==> src/rtl/ahb_gpio_seq.sv <==
// ahb_gpio_seq: AHB-Lite master that walks a one-hot pattern through the GPIO
// data register and reads each value back. Transfers are strictly single
// (address phase, then data phase, never overlapped).
module ahb_gpio_seq #(
  parameter int unsigned STEPS    = 16,
  parameter int unsigned INTERVAL = 4,
  parameter logic [15:0] DIR_VAL  = 16'hFFFF
) (
  input  logic        HCLK,
  input  logic        HRESETn,
  input  logic        start,
  input  logic        abort,
  input  logic        HREADY,
  input  logic [31:0] HRDATA,
  output logic [31:0] HADDR,
  output logic [1:0]  HTRANS,
  output logic        HWRITE,
  output logic [31:0] HWDATA,
  output logic        HSEL,
  output logic        busy,
  output logic        done,
  output logic        mismatch,
  output logic [15:0] rd_data
);

  localparam logic [1:0]  HT_IDLE   = 2'b00;
  localparam logic [1:0]  HT_NONSEQ = 2'b10;
  localparam logic [31:0] A_DATA    = 32'h0000_0000;
  localparam logic [31:0] A_DIR     = 32'h0000_0004;
  localparam logic [7:0]  IVL       = 8'(INTERVAL);
  localparam logic [16:0] STEPS_W   = 17'(STEPS);

  typedef enum logic [3:0] {
    S_IDLE, S_DIR_A, S_DIR_D, S_WR_A, S_WR_D, S_WAIT, S_RD_A, S_RD_D, S_FIN
  } state_t;

  state_t      state, state_nxt;
  logic [15:0] step;
  logic [7:0]  wait_cnt;
  logic        abort_pend;
  logic        abort_eff;
  logic [16:0] step_inc;
  logic        last_step;
  logic [15:0] pattern;
  logic        unused_bits;

  // an abort seen this cycle acts the same as one already pending
  assign abort_eff   = abort_pend | abort;
  assign step_inc    = {1'b0, step} + 17'd1;
  assign last_step   = (step_inc == STEPS_W);
  // walking one wraps every 16 steps
  assign pattern     = 16'h0001 << step[3:0];
  assign unused_bits = ^{HRDATA[31:16], step_inc[16]};

  // state register
  always_ff @(posedge HCLK or negedge HRESETn) begin
    if (!HRESETn) state <= S_IDLE;
    else          state <= state_nxt;
  end

  // next-state: every presented address phase runs through its data phase
  // before an abort is honoured; WAIT bails out immediately
  always_comb begin
    state_nxt = state;
    case (state)
      S_IDLE:  if (start)  state_nxt = S_DIR_A;
      S_DIR_A: if (HREADY) state_nxt = S_DIR_D;
      S_DIR_D: if (HREADY) state_nxt = abort_eff ? S_FIN : S_WR_A;
      S_WR_A:  if (HREADY) state_nxt = S_WR_D;
      S_WR_D:  if (HREADY) begin
                 if (abort_eff)      state_nxt = S_FIN;
                 else if (IVL == 0)  state_nxt = S_RD_A;
                 else                state_nxt = S_WAIT;
               end
      S_WAIT:  if (abort_eff)          state_nxt = S_FIN;
               else if (wait_cnt == 8'd1) state_nxt = S_RD_A;
      S_RD_A:  if (HREADY) state_nxt = S_RD_D;
      S_RD_D:  if (HREADY) state_nxt = (abort_eff || last_step) ? S_FIN : S_WR_A;
      S_FIN:   state_nxt = S_IDLE;
      default: state_nxt = S_IDLE;
    endcase
  end

  // sequence bookkeeping: step count, wait timer, abort latch, read-back check
  always_ff @(posedge HCLK or negedge HRESETn) begin
    if (!HRESETn) begin
      step       <= '0;
      wait_cnt   <= '0;
      abort_pend <= 1'b0;
      mismatch   <= 1'b0;
      rd_data    <= '0;
    end else begin
      case (state)
        S_IDLE: if (start) begin
          step       <= '0;
          mismatch   <= 1'b0;
          abort_pend <= abort;
        end
        S_FIN:   abort_pend <= 1'b0;
        default: if (abort) abort_pend <= 1'b1;
      endcase
      if (state == S_WR_D && HREADY) wait_cnt <= IVL;
      else if (state == S_WAIT)      wait_cnt <= wait_cnt - 8'd1;
      if (state == S_RD_D && HREADY) begin
        rd_data <= HRDATA[15:0];
        if (HRDATA[15:0] != pattern) mismatch <= 1'b1;
        step <= step_inc[15:0];
      end
    end
  end

  // bus and status outputs decoded from state, so reset clears them at once
  always_comb begin
    HADDR  = '0;
    HTRANS = HT_IDLE;
    HWRITE = 1'b0;
    HSEL   = 1'b0;
    HWDATA = '0;
    busy   = 1'b1;
    done   = 1'b0;
    case (state)
      S_IDLE:  busy = 1'b0;
      S_DIR_A: begin HSEL = 1'b1; HTRANS = HT_NONSEQ; HADDR = A_DIR;  HWRITE = 1'b1; end
      S_DIR_D: HWDATA = {16'h0, DIR_VAL};
      S_WR_A:  begin HSEL = 1'b1; HTRANS = HT_NONSEQ; HADDR = A_DATA; HWRITE = 1'b1; end
      S_WR_D:  HWDATA = {16'h0, pattern};
      S_RD_A:  begin HSEL = 1'b1; HTRANS = HT_NONSEQ; HADDR = A_DATA; end
      S_FIN:   begin busy = 1'b0; done = 1'b1; end
      default: ;
    endcase
  end

endmodule

==> config.mk <==
export PLATFORM = sky130hd
export DESIGN_NAME = ahb_gpio_seq
export DESIGN_NICKNAME = d
export VERILOG_FILES = /design/src/rtl/ahb_gpio_seq.sv
export SDC_FILE = /design/constraint.sdc
export NUM_CORES = 1
export LEC_CHECK = 0
export ABC_CLOCK_PERIOD_IN_PS = 2700
export CORE_UTILIZATION = 46
export DETAILED_ROUTE_END_ITERATION = 12
export GPL_TIMING_DRIVEN = 0
export PLACE_DENSITY = 0.82
export SLEW_MARGIN = 20
export SYNTH_ARGS = -nofsm -noshare
export SYNTH_HDL_FRONTEND = slang
export SYNTH_SLANG_ARGS = --single-unit
==> constraint.sdc <==
create_clock -name HCLK -period 2.7 [get_ports HCLK]
set_clock_uncertainty 0.1 [all_clocks]
set_input_delay 0.81 -clock HCLK [delete_from_list [all_inputs] [get_ports HCLK]]
set_output_delay 0.81 -clock HCLK [all_outputs]
set_load 0.01 [all_outputs]
==> results.toml, run 1 <==
[timing]
finalCritPeriodShare_pct = 104
period_minus_slack_ps = 2810
tightest_slew_ps = 604
relSlewSlack_pct = 59.7
finalWorstSetupSlack_ps = -107
grt_setup_unrepaired = "true"
hold_viol_final = 0
clock.fmax_ghz = 0.356
setup_violations = 13
maxSlewViolCount = 0

[logic_synthesis]
synth_area_um2 = 3480
yosysSeqAreaShare_pct = 33.1
ys_ff_latch = 46
avgSynthCellArea_um2 = 7.77
synth.area.top_cells = "dfrtp_1 33%, buf_4 11%, nand2_1 7.9%"
yosysUniqueCellTypes = 60
ys.flop_type = "dfrtp_1"
yosysMostFrequentCell = "nand2_1"
syn-instance-count = 448
ys_warn_count = 0
yosysTopAreaCellShare_pct = 33.1
synth_edf_count = 0
async_flop_share_pct = 100
yosys-top-cells-count = "73 x nand2_1, 51 x buf_4, 47 x o21ai_0, 46 x dfrtp_1, 36 x nor2_1"
synth_top_area_cell = "dfrtp_1"

[die]
rows = 31
start_util_pct = 47.7
die_h_um = 89.0
core-area_um2 = 7290
ioPinCount = 124
die_w_um = 89.0
dieArea_um2 = 7920

[pwr]
switchingPower_mw = 1.34
ir_worst_vdd_mv = 0.371
pwr-share-comb_pct = 54.5
leakagePower_nw = 2.21
power_frac_seq_pct = 32.2
finalPower_mw = 3.35
intPower_mw = 2.01
power.density_nw_per_um2 = 712
sw_frac_of_total_pct = 39.9
clockPowerShare_pct = 13.2

[critical_path]
reg2reg_depth = 7
critPathMaxStageDelay_ps = 470
cp-start-kind = "flip-flop"
cp_cell_sequence = "nor4_4 -> buf_4 -> nand2_2 -> o21ai_1 -> clkdlybuf4s15_2"
cpMaxStageDelayCell = "dfrtp_2"
path_class = "flip-flop to output pin"
crit_family = "simple AND/OR/NAND/NOR gates"
cp-end-kind = "output pin"
critical_path_buf_inv_count = 2
cp_max_fo = 6
crit_arrival_ps = 1900
required_ps = 1790
cp.depth = 5

[clock_tree]
clock_latency_ps = 300
clock_path_buffers = 2
numClockSinks = 46
cts_tree = "built"
h-tree-depth = 2
cts_root_buffer = "clkbuf_8"
path_clk_slew_ps = 90
cts_buffers = 5

[drt]
routed_wl_um = 9330
vias_per_cell = 5.21
vias = 3517
ant_nets = 0
detail_route.iter0.violations = 251
drc = 0
wl_per_cell_um = 13.8
firstDrtPassIters = 5

[run]
drv_cap = 0

[global_route]
grtUsageTotal_pct = 24.3
antenna_found_initial = 0
grt_max_degree = 29
grt_pass1_wl_um = 14800
grt_pass1_vias = 3176
overflow = 0

[outcome]
violations = "negative setup slack"
status = "complete, but fails checks"

[finish]
fill_cells = 619
seq_area_um2 = 1160
nets = 620
drive_gt1_share_pct = 23.8
area_growth_syn_to_layout_pct = 35.3
multi_input_area_um2 = 2020
diodes = 0

[placement]
gp_congestion = 0.889
place_ws_ps = -794
numPortBuffers = 59
dpl.hpwl_um = 6830

[min_path]
hp-class = "input port to async pin"
==> cells in the final DEF, fill, tap and decap left out, drive strengths merged, types with 6 or more instances in the layout <==
master / netlist / final
a21oi: 22 / 22
o31ai: 8 / 8
dfrtp: 46 / 46
nor2: 36 / 36
ha: 8 / 8
nand4: 7 / 7
o21ai: 49 / 49
buf: 56 / 89
xnor2: 11 / 11
and3: 7 / 7
o22ai: 6 / 6
nand2: 73 / 73
nor3: 12 / 12
clkdlybuf4s50: 0 / 39
inv: 18 / 17
conb: 1 / 48
clkbuf: 17 / 19
nand3: 9 / 9
==> per-stage QoR <==
step           instance area [um^2]  util (%)  hold slack, ps  TNS [ps]  instances
2_1_floorplan                  3660         -             350         0        495
3_3_place_gp                   4370      59.9             364    -36510        653
3_5_place_dp                   4390      60.1             361     -9950        654
4_1_cts                        4670      64.1             362     -1060        672
5_1_grt                        4710      64.6             389     -1750        675
6_report                       4710      64.6             366     -1060        675
==> routing by layer <==
metal | part of all wire (%) | vias to the layer above | global-route usage (%)
met4 | 1.5 | 0 | 8.95
met2 | 50 | 148 | 40.9
met3 | 6.7 | 14 | 5.17
met1 | 42 | 1644 | 30.9
li1 | - | 1711 | -
met5 | 0 | - | 0
==> area by class of cell <==
class	count	share of cell area (%)
multi-input combinational	354	42.8
sequential	46	24.6
timing repair buffer	77	15.0
buffer	72	11.4
tap	99	2.63
clock buffer	7	1.83
inverter	19	1.59
clock inverter	1	0.106
==> cells by family after synthesis <==
group	Yosys count	share of synthesized area (%)
other	1	0.108
muxes	3	0.863
xor gates and xnor gates	14	3.52
and+or+nand+nor	170	23.0
DFF	46	33.1
AOI/OAI and AO/OA	111	19.5
adders and majority gates	8	2.88
buffers and inverters	95	17.1
==> path summary, 6_finish.rpt <==
| check | slack (ps) | endpoint | from |
|---|---|---|---|
| max in group asynchronous | 1600 | state[1] | HRESETn |
| worst max register to register | 280 | state[3] | step[0] |
| worst min-delay path | 370 | step[6] | HRESETn |
| min in group HCLK | 380 | rd_data[1] | rd_data[1] |
| worst max-delay path | -110 | HWDATA[9] | state[3] |
| worst min register to register | 380 | rd_data[1] | rd_data[1] |
==> state kept, by name (all words and copies together), names as in the netlist <==
name        cells
wait_cnt        8
abort_pend      1
mismatch        1
step           16
state           4
rd_data        16
==> power groups by stage <==
stage / combinational [mW] / clock, mW / sequential, mW
5_1_grt: 1.99 / 0.485 / 1.11
4_1_cts: 1.79 / 0.460 / 1.08
6_report: 1.83 / 0.444 / 1.08
3_3_place_gp: 1.59 / 0 / 1.06
2_1_floorplan: 0.839 / 0 / 1.10
3_5_place_dp: 1.63 / 0 / 1.07
==> worst reg2reg max path, delay by kind of cell, from the launching register on <==
kind / cells / cell delay (ps)
compound gates: 2 / 530
fa+ha+maj: 1 / 260
flops: 1 / 460
simple gates: 4 / 940
==> repair_timing <==
action | in CTS | in global routing
pin swaps | 6 | 2
setup buffers | 13 | 3
hold buffers | 0 | 0
resized for setup | 109 | 19
gates cloned | 1 | 0
setup endpoints to repair | 21 | 19
(Power assumes the default switching activity.)
==> inputs of run 2 (changes only) <==
--- a/config.mk
+++ b/config.mk
@@ -14,3 +14,4 @@
 export SYNTH_ARGS = -nofsm -noshare
 export SYNTH_HDL_FRONTEND = slang
 export SYNTH_SLANG_ARGS = --single-unit
+export TNS_END_PERCENT = 5
==> constraint.sdc (replaced) <==
create_clock -name HCLK -period 2.7 [get_ports HCLK]
set_clock_uncertainty 0.1 [all_clocks]
set_input_delay 0.405 -clock HCLK [delete_from_list [all_inputs] [get_ports HCLK]]
set_output_delay 0.405 -clock HCLK [all_outputs]
set_load 0.01 [all_outputs]
==> run 2 against run 1 <==
Net effect:
- the run now ends clean
- sequential cell count unchanged
- largest power group unchanged
- cell area decreased by 3.0%
- setup slack improved by 140 ps
- hold slack improved by 16 ps
- routed wire length decreased by 3.0%
- highest routed layer unchanged
- die area unchanged
==> results.toml, run 2 (synthesized netlist as in run 1, its figures left out) <==
[global_route]
busiest_layer = "met2"
use_met1_pct = 29.9
grt_pass1_wl_um = 14300
grt_pass1_vias = 3065
grt_use_met2_pct = 39.4
overflow = 0
grtUsageTotal_pct = 23.6
grt_max_degree = 29
antenna_found_initial = 0
globalRouteMet3Util_pct = 5.36

[drt]
detail_route.iter0.violations = 212
ant_nets = 0
routed_wl_um = 9050
firstDrtPassIters = 5
wl_per_cell_um = 13.6
vias = 3467
vias_per_cell = 5.21
drc = 0

[timing]
period_minus_slack_ps = 2670
hold_viol_final = 0
clock.fmax_ghz = 0.375
setup_violations = 0
maxSlewViolCount = 0
relSlewSlack_pct = 58.0
grt_setup_unrepaired = "true"
finalCritPeriodShare_pct = 98.8
tightest_slew_ps = 625
fin_setup_tns_ps = 0

[die]
rows = 31
die_h_um = 89.0
die_w_um = 89.0
core-area_um2 = 7290
start_util_pct = 47.7
dieArea_um2 = 7920
ioPinCount = 124

[finish]
final_cell_mix = "71 x nand2_1, 57 x buf_4, 48 x conb_1"
nets = 611
drive_gt1_share_pct = 17.1
final_common_cell = "nand2_1"
diodes = 0
fill_cells = 653
finalNonFillerCells = 666
reg_top3 = "rd_data x16, step x16, wait_cnt x8"
area_growth_syn_to_layout_pct = 31.2

[clock_tree]
clock_latency_ps = 300
cts_tree = "built"
path_clk_slew_ps = 90
clock_path_buffers = 2
cts_root_buffer = "clkbuf_8"
h-tree-depth = 2
numClockSinks = 46
cts_buffers = 5

[placement]
dpl.hpwl_um = 6830
numPortBuffers = 59
gp_congestion = 0.889
place_inst = 654

[min_path]
hold_end = "rd_data[1]"
hold_depth = 2
min_from = "rd_data[1]"
hp-class = "flip-flop to flip-flop"

[critical_path]
path_class = "flip-flop to output pin"
r2r_end = "state[1]"
reg2reg_depth = 8
cp-start-kind = "flip-flop"
cp-end-kind = "output pin"
regToRegStartpoint = "step[2]"
crit_arrival_ps = 2160
cp_max_fo = 10
reg2reg_slack_ps = 220
required_ps = 2190

[pwr]
leakagePower_nw = 2.22
finalPower_mw = 3.16
ir_worst_vdd_mv = 0.356
power.density_nw_per_um2 = 692

[run]
drv_cap = 0

[outcome]
status = "finished clean"
[run 2: where the power goes]
| part | total, mW | internal [mW] | leakage [nW] | switching, mW |
|---|---|---|---|---|
| registers | 1.09 | 0.901 | 0.609 | 0.188 |
| clock network | 0.444 | 0.207 | 0.0482 | 0.237 |
| logic | 1.63 | 0.790 | 1.56 | 0.836 |
| total | 3.16 | 1.90 | 2.22 | 1.26 |
[run 2: final cells by class]
cell class / count / area, um^2 / share of cell area [%]
Tap cell: 99 / 124 / 2.71
Timing Repair Buffer: 67 / 658 / 14.4
Clock inverter: 1 / 5.00 / 0.110
Inverter: 19 / 75.1 / 1.64
Clock buffer: 7 / 86.3 / 1.89
Sequential cell: 46 / 1160 / 25.3
Multi-Input combinational cell: 354 / 1940 / 42.4
Buffer: 73 / 524 / 11.5
[run 2: per-layer routing]
layer,wire length (um),vias up
met4,187,0
met2,4430,167
met5,0,-
met3,734,22
met1,3700,1585
li1,-,1693
[run 2: worst max-delay path, stage by stage, from the launching register on]
cell and delay, ps:
dfrtp_1 430, clkbuf_4 210, or4b_4 560, clkbuf_4 200, o21ai_0 160, clkdlybuf4s15_1 300
[run 2: worst max path at each step]
stage | end | cells after the start | slack [ps] | from
floorplan | state[1] | 9 | 470 | step[2]
global placement | HWDATA[5] | 5 | -350 | state[1]
detailed placement | HWDATA[5] | 5 | -390 | state[1]
CTS | HWDATA[7] | 5 | -60 | state[2]
global route | HWDATA[11] | 5 | -50 | state[2]
finish | HWDATA[11] | 5 | 30 | state[2]
[run 2: stage by stage]
| stage | area [um^2] | hold slack, ps | setup WS, ps | utilization [%] |
|---|---|---|---|---|
| final | 4570 | 382 | 33.3 | 62.6 |
| after detailed placement | 4390 | 291 | -389 | 60.1 |
| after global placement | 4370 | 364 | -347 | 59.9 |
| after global routing | 4570 | 411 | -52.1 | 62.6 |
| after CTS | 4500 | 386 | -56.0 | 61.7 |
| after floorplan | 3660 | 9.41 | 472 | - |
[run 2: what timing repair did]
action / 4_1_cts / 5_1_grt
gates resized for setup: 21 / 25
pin swaps: 1 / 2
endpoints found under the hold margin: 18 / 0
setup buffers: 0 / 6
setup endpoints to repair: 16 / 16
hold buffers: 1 / 0
==> inputs of run 3 (changes only) <==
==> constraint.sdc (replaced) <==
create_clock -name HCLK -period 2.7 [get_ports HCLK]
set_clock_uncertainty 0.1 [all_clocks]
set_input_delay 0.405 -clock HCLK [delete_from_list [all_inputs] [get_ports HCLK]]
set_output_delay 0.405 -clock HCLK [all_outputs]
set_load 0.05 [all_outputs]
==> run 3 against run 2 <==
Net effect:
- clock power barely moved
- sequential cell count unchanged
- core utilization is 1.5 points lower
- die area is the same
- sequential power about the same
- largest power group unchanged
==> results.toml, run 3 (synthesized netlist as in run 1, its figures left out) <==
[outcome]
status = "finished clean"

[finish]
final_common_cell = "nand2_1"
diodes = 0
reg_top3 = "rd_data x16, step x16, wait_cnt x8"
design_area_um2 = 4460
final_core_util_pct = 61.1
drive_gt1_share_pct = 17.3
nets = 605
finalNonFillerCells = 660
area_growth_syn_to_layout_pct = 28.1
final_cell_mix = "72 x nand2_1, 57 x buf_4, 48 x conb_1"

[critical_path]
cp_max_fo = 13
required_ps = 2190
crit_arrival_ps = 2190
r2r_end = "state[1]"
cp_cell_sequence = "buf_2 -> inv_1 -> ha_1 -> inv_1 -> o21ai_0 -> buf_4"
path_class = "flip-flop to output pin"
reg2reg_depth = 8
regToRegStartpoint = "step[2]"
crit_top_cell = "inv_1"
reg2reg_slack_ps = 130
cpMaxStageDelayCell = "dfrtp_1"
critPathMaxStageDelay_ps = 450
cp-start-kind = "flip-flop"
cp-end-kind = "output pin"

[min_path]
hold_depth = 2
hold_end = "rd_data[1]"
min_from = "rd_data[1]"
hp-class = "flip-flop to flip-flop"

[placement]
dpl.hpwl_um = 6830
place_area_um2 = 4390
place_inst = 654
place_ws_ps = -656
numPortBuffers = 59
gp_congestion = 0.889

[drt]
drc = 0
firstDrtPassIters = 6
vias = 3417
vias_per_cell = 5.18
ant_nets = 0
detail_route.iter0.violations = 249
routed_wl_um = 8960
wl_per_cell_um = 13.6

[clock_tree]
numClockSinks = 46
clock_latency_ps = 300
cts_buffers = 5
h-tree-depth = 2
cts_root_buffer = "clkbuf_8"
path_clk_slew_ps = 90
cts_tree = "built"
clock_path_buffers = 2

[timing]
finalCritPeriodShare_pct = 99.7
hold_viol_final = 0
relSlewSlack_pct = 60.6
maxSlewViolCount = 0
holdWs_ps = 380
grt_setup_unrepaired = "true"
period_minus_slack_ps = 2690
finalWorstSetupSlack_ps = 6.89
setup_violations = 0
tightest_slew_ps = 587
clock.fmax_ghz = 0.371

[global_route]
grt_max_degree = 29
grt_pass1_wl_um = 14300
antenna_found_initial = 0
grt_pass1_vias = 3058
grtUsageTotal_pct = 23.5
overflow = 0

[pwr]
ir_worst_vdd_mv = 0.637
leakagePower_nw = 2.10
power.density_nw_per_um2 = 898

[die]
start_util_pct = 47.7
rows = 31
ioPinCount = 124
dieArea_um2 = 7920
core-area_um2 = 7290
die_h_um = 89.0
die_w_um = 89.0

[run]
drv_cap = 0
## run 3: cell count changes in the layout (fill, tap and decap cells not counted), sizes merged, moves of 2 or more
cell           delta
buf               +8
dlymetal6s2s      -6
clkbuf            -3
clkdlybuf4s50     -3
dlygate4sd2       -2
## run 3: area by class of cell
| class | count | area, um^2 |
|---|---|---|
| plain buffers | 73 | 515 |
| clock inverters | 1 | 5.00 |
| multi-input cells | 354 | 1930 |
| clock buffers | 7 | 86.3 |
| repair buffers | 61 | 571 |
| inverters | 19 | 71.3 |
| fillers | 674 | 2840 |
| flip-flops and latches | 46 | 1150 |
| well taps | 99 | 124 |
## run 3: per-layer routing
layer | GRT usage (%) | part of all wire [%] | up-vias
met5 | 0 | 0 | -
met4 | 9.09 | 2.0 | 0
met3 | 5.17 | 7.2 | 18
met2 | 39.2 | 49 | 146
met1 | 29.9 | 42 | 1576
li1 | - | - | 1677
## run 3: worst max-delay path by stage
| stage | startpoint | endpoint | slack, ps | cells after the start |
|---|---|---|---|---|
| finish | step[2] | HWDATA[3] | 7 | 6 |
| floorplan | state[1] | HWDATA[4] | -160 | 4 |
| CTS | step[1] | HWDATA[1] | -50 | 6 |
| global route | step[2] | HWDATA[3] | -150 | 6 |
| detailed placement | state[1] | HWDATA[5] | -660 | 5 |
| global placement | state[1] | HWDATA[5] | -610 | 5 |
## run 3: worst max-delay path, delay by kind of cell, from the launching register on
kind,cells,cell delay [ps]
buffers and inverters,4,860
adder cells (fa/ha/maj),1,290
AO/OA/AOI/OAI,1,280
flip-flops,1,450
## run 3: power breakdown
group	total [mW]	switching, mW	internal [mW]
Sequential	1.08	0.186	0.897
Clock	0.444	0.237	0.207
Combinational	2.48	1.71	0.770
## run 3: timing repair
item                       CTS  global route
resized for setup           96            14
pin swaps                    0             1
buffers inserted             0             0
hold buffers                 1             0
cloned                       0             0
setup endpoints to repair   19            18
hold endpoints to repair    18             0
## run 3: through the flow
stage	power (mW)	setup TNS (ps)
after floorplan	2.81	-1380
after global placement	3.52	-15180
after detailed placement	3.57	-6910
after CTS	4.01	-68.3
after global routing	4.24	-463
final	4.00	0
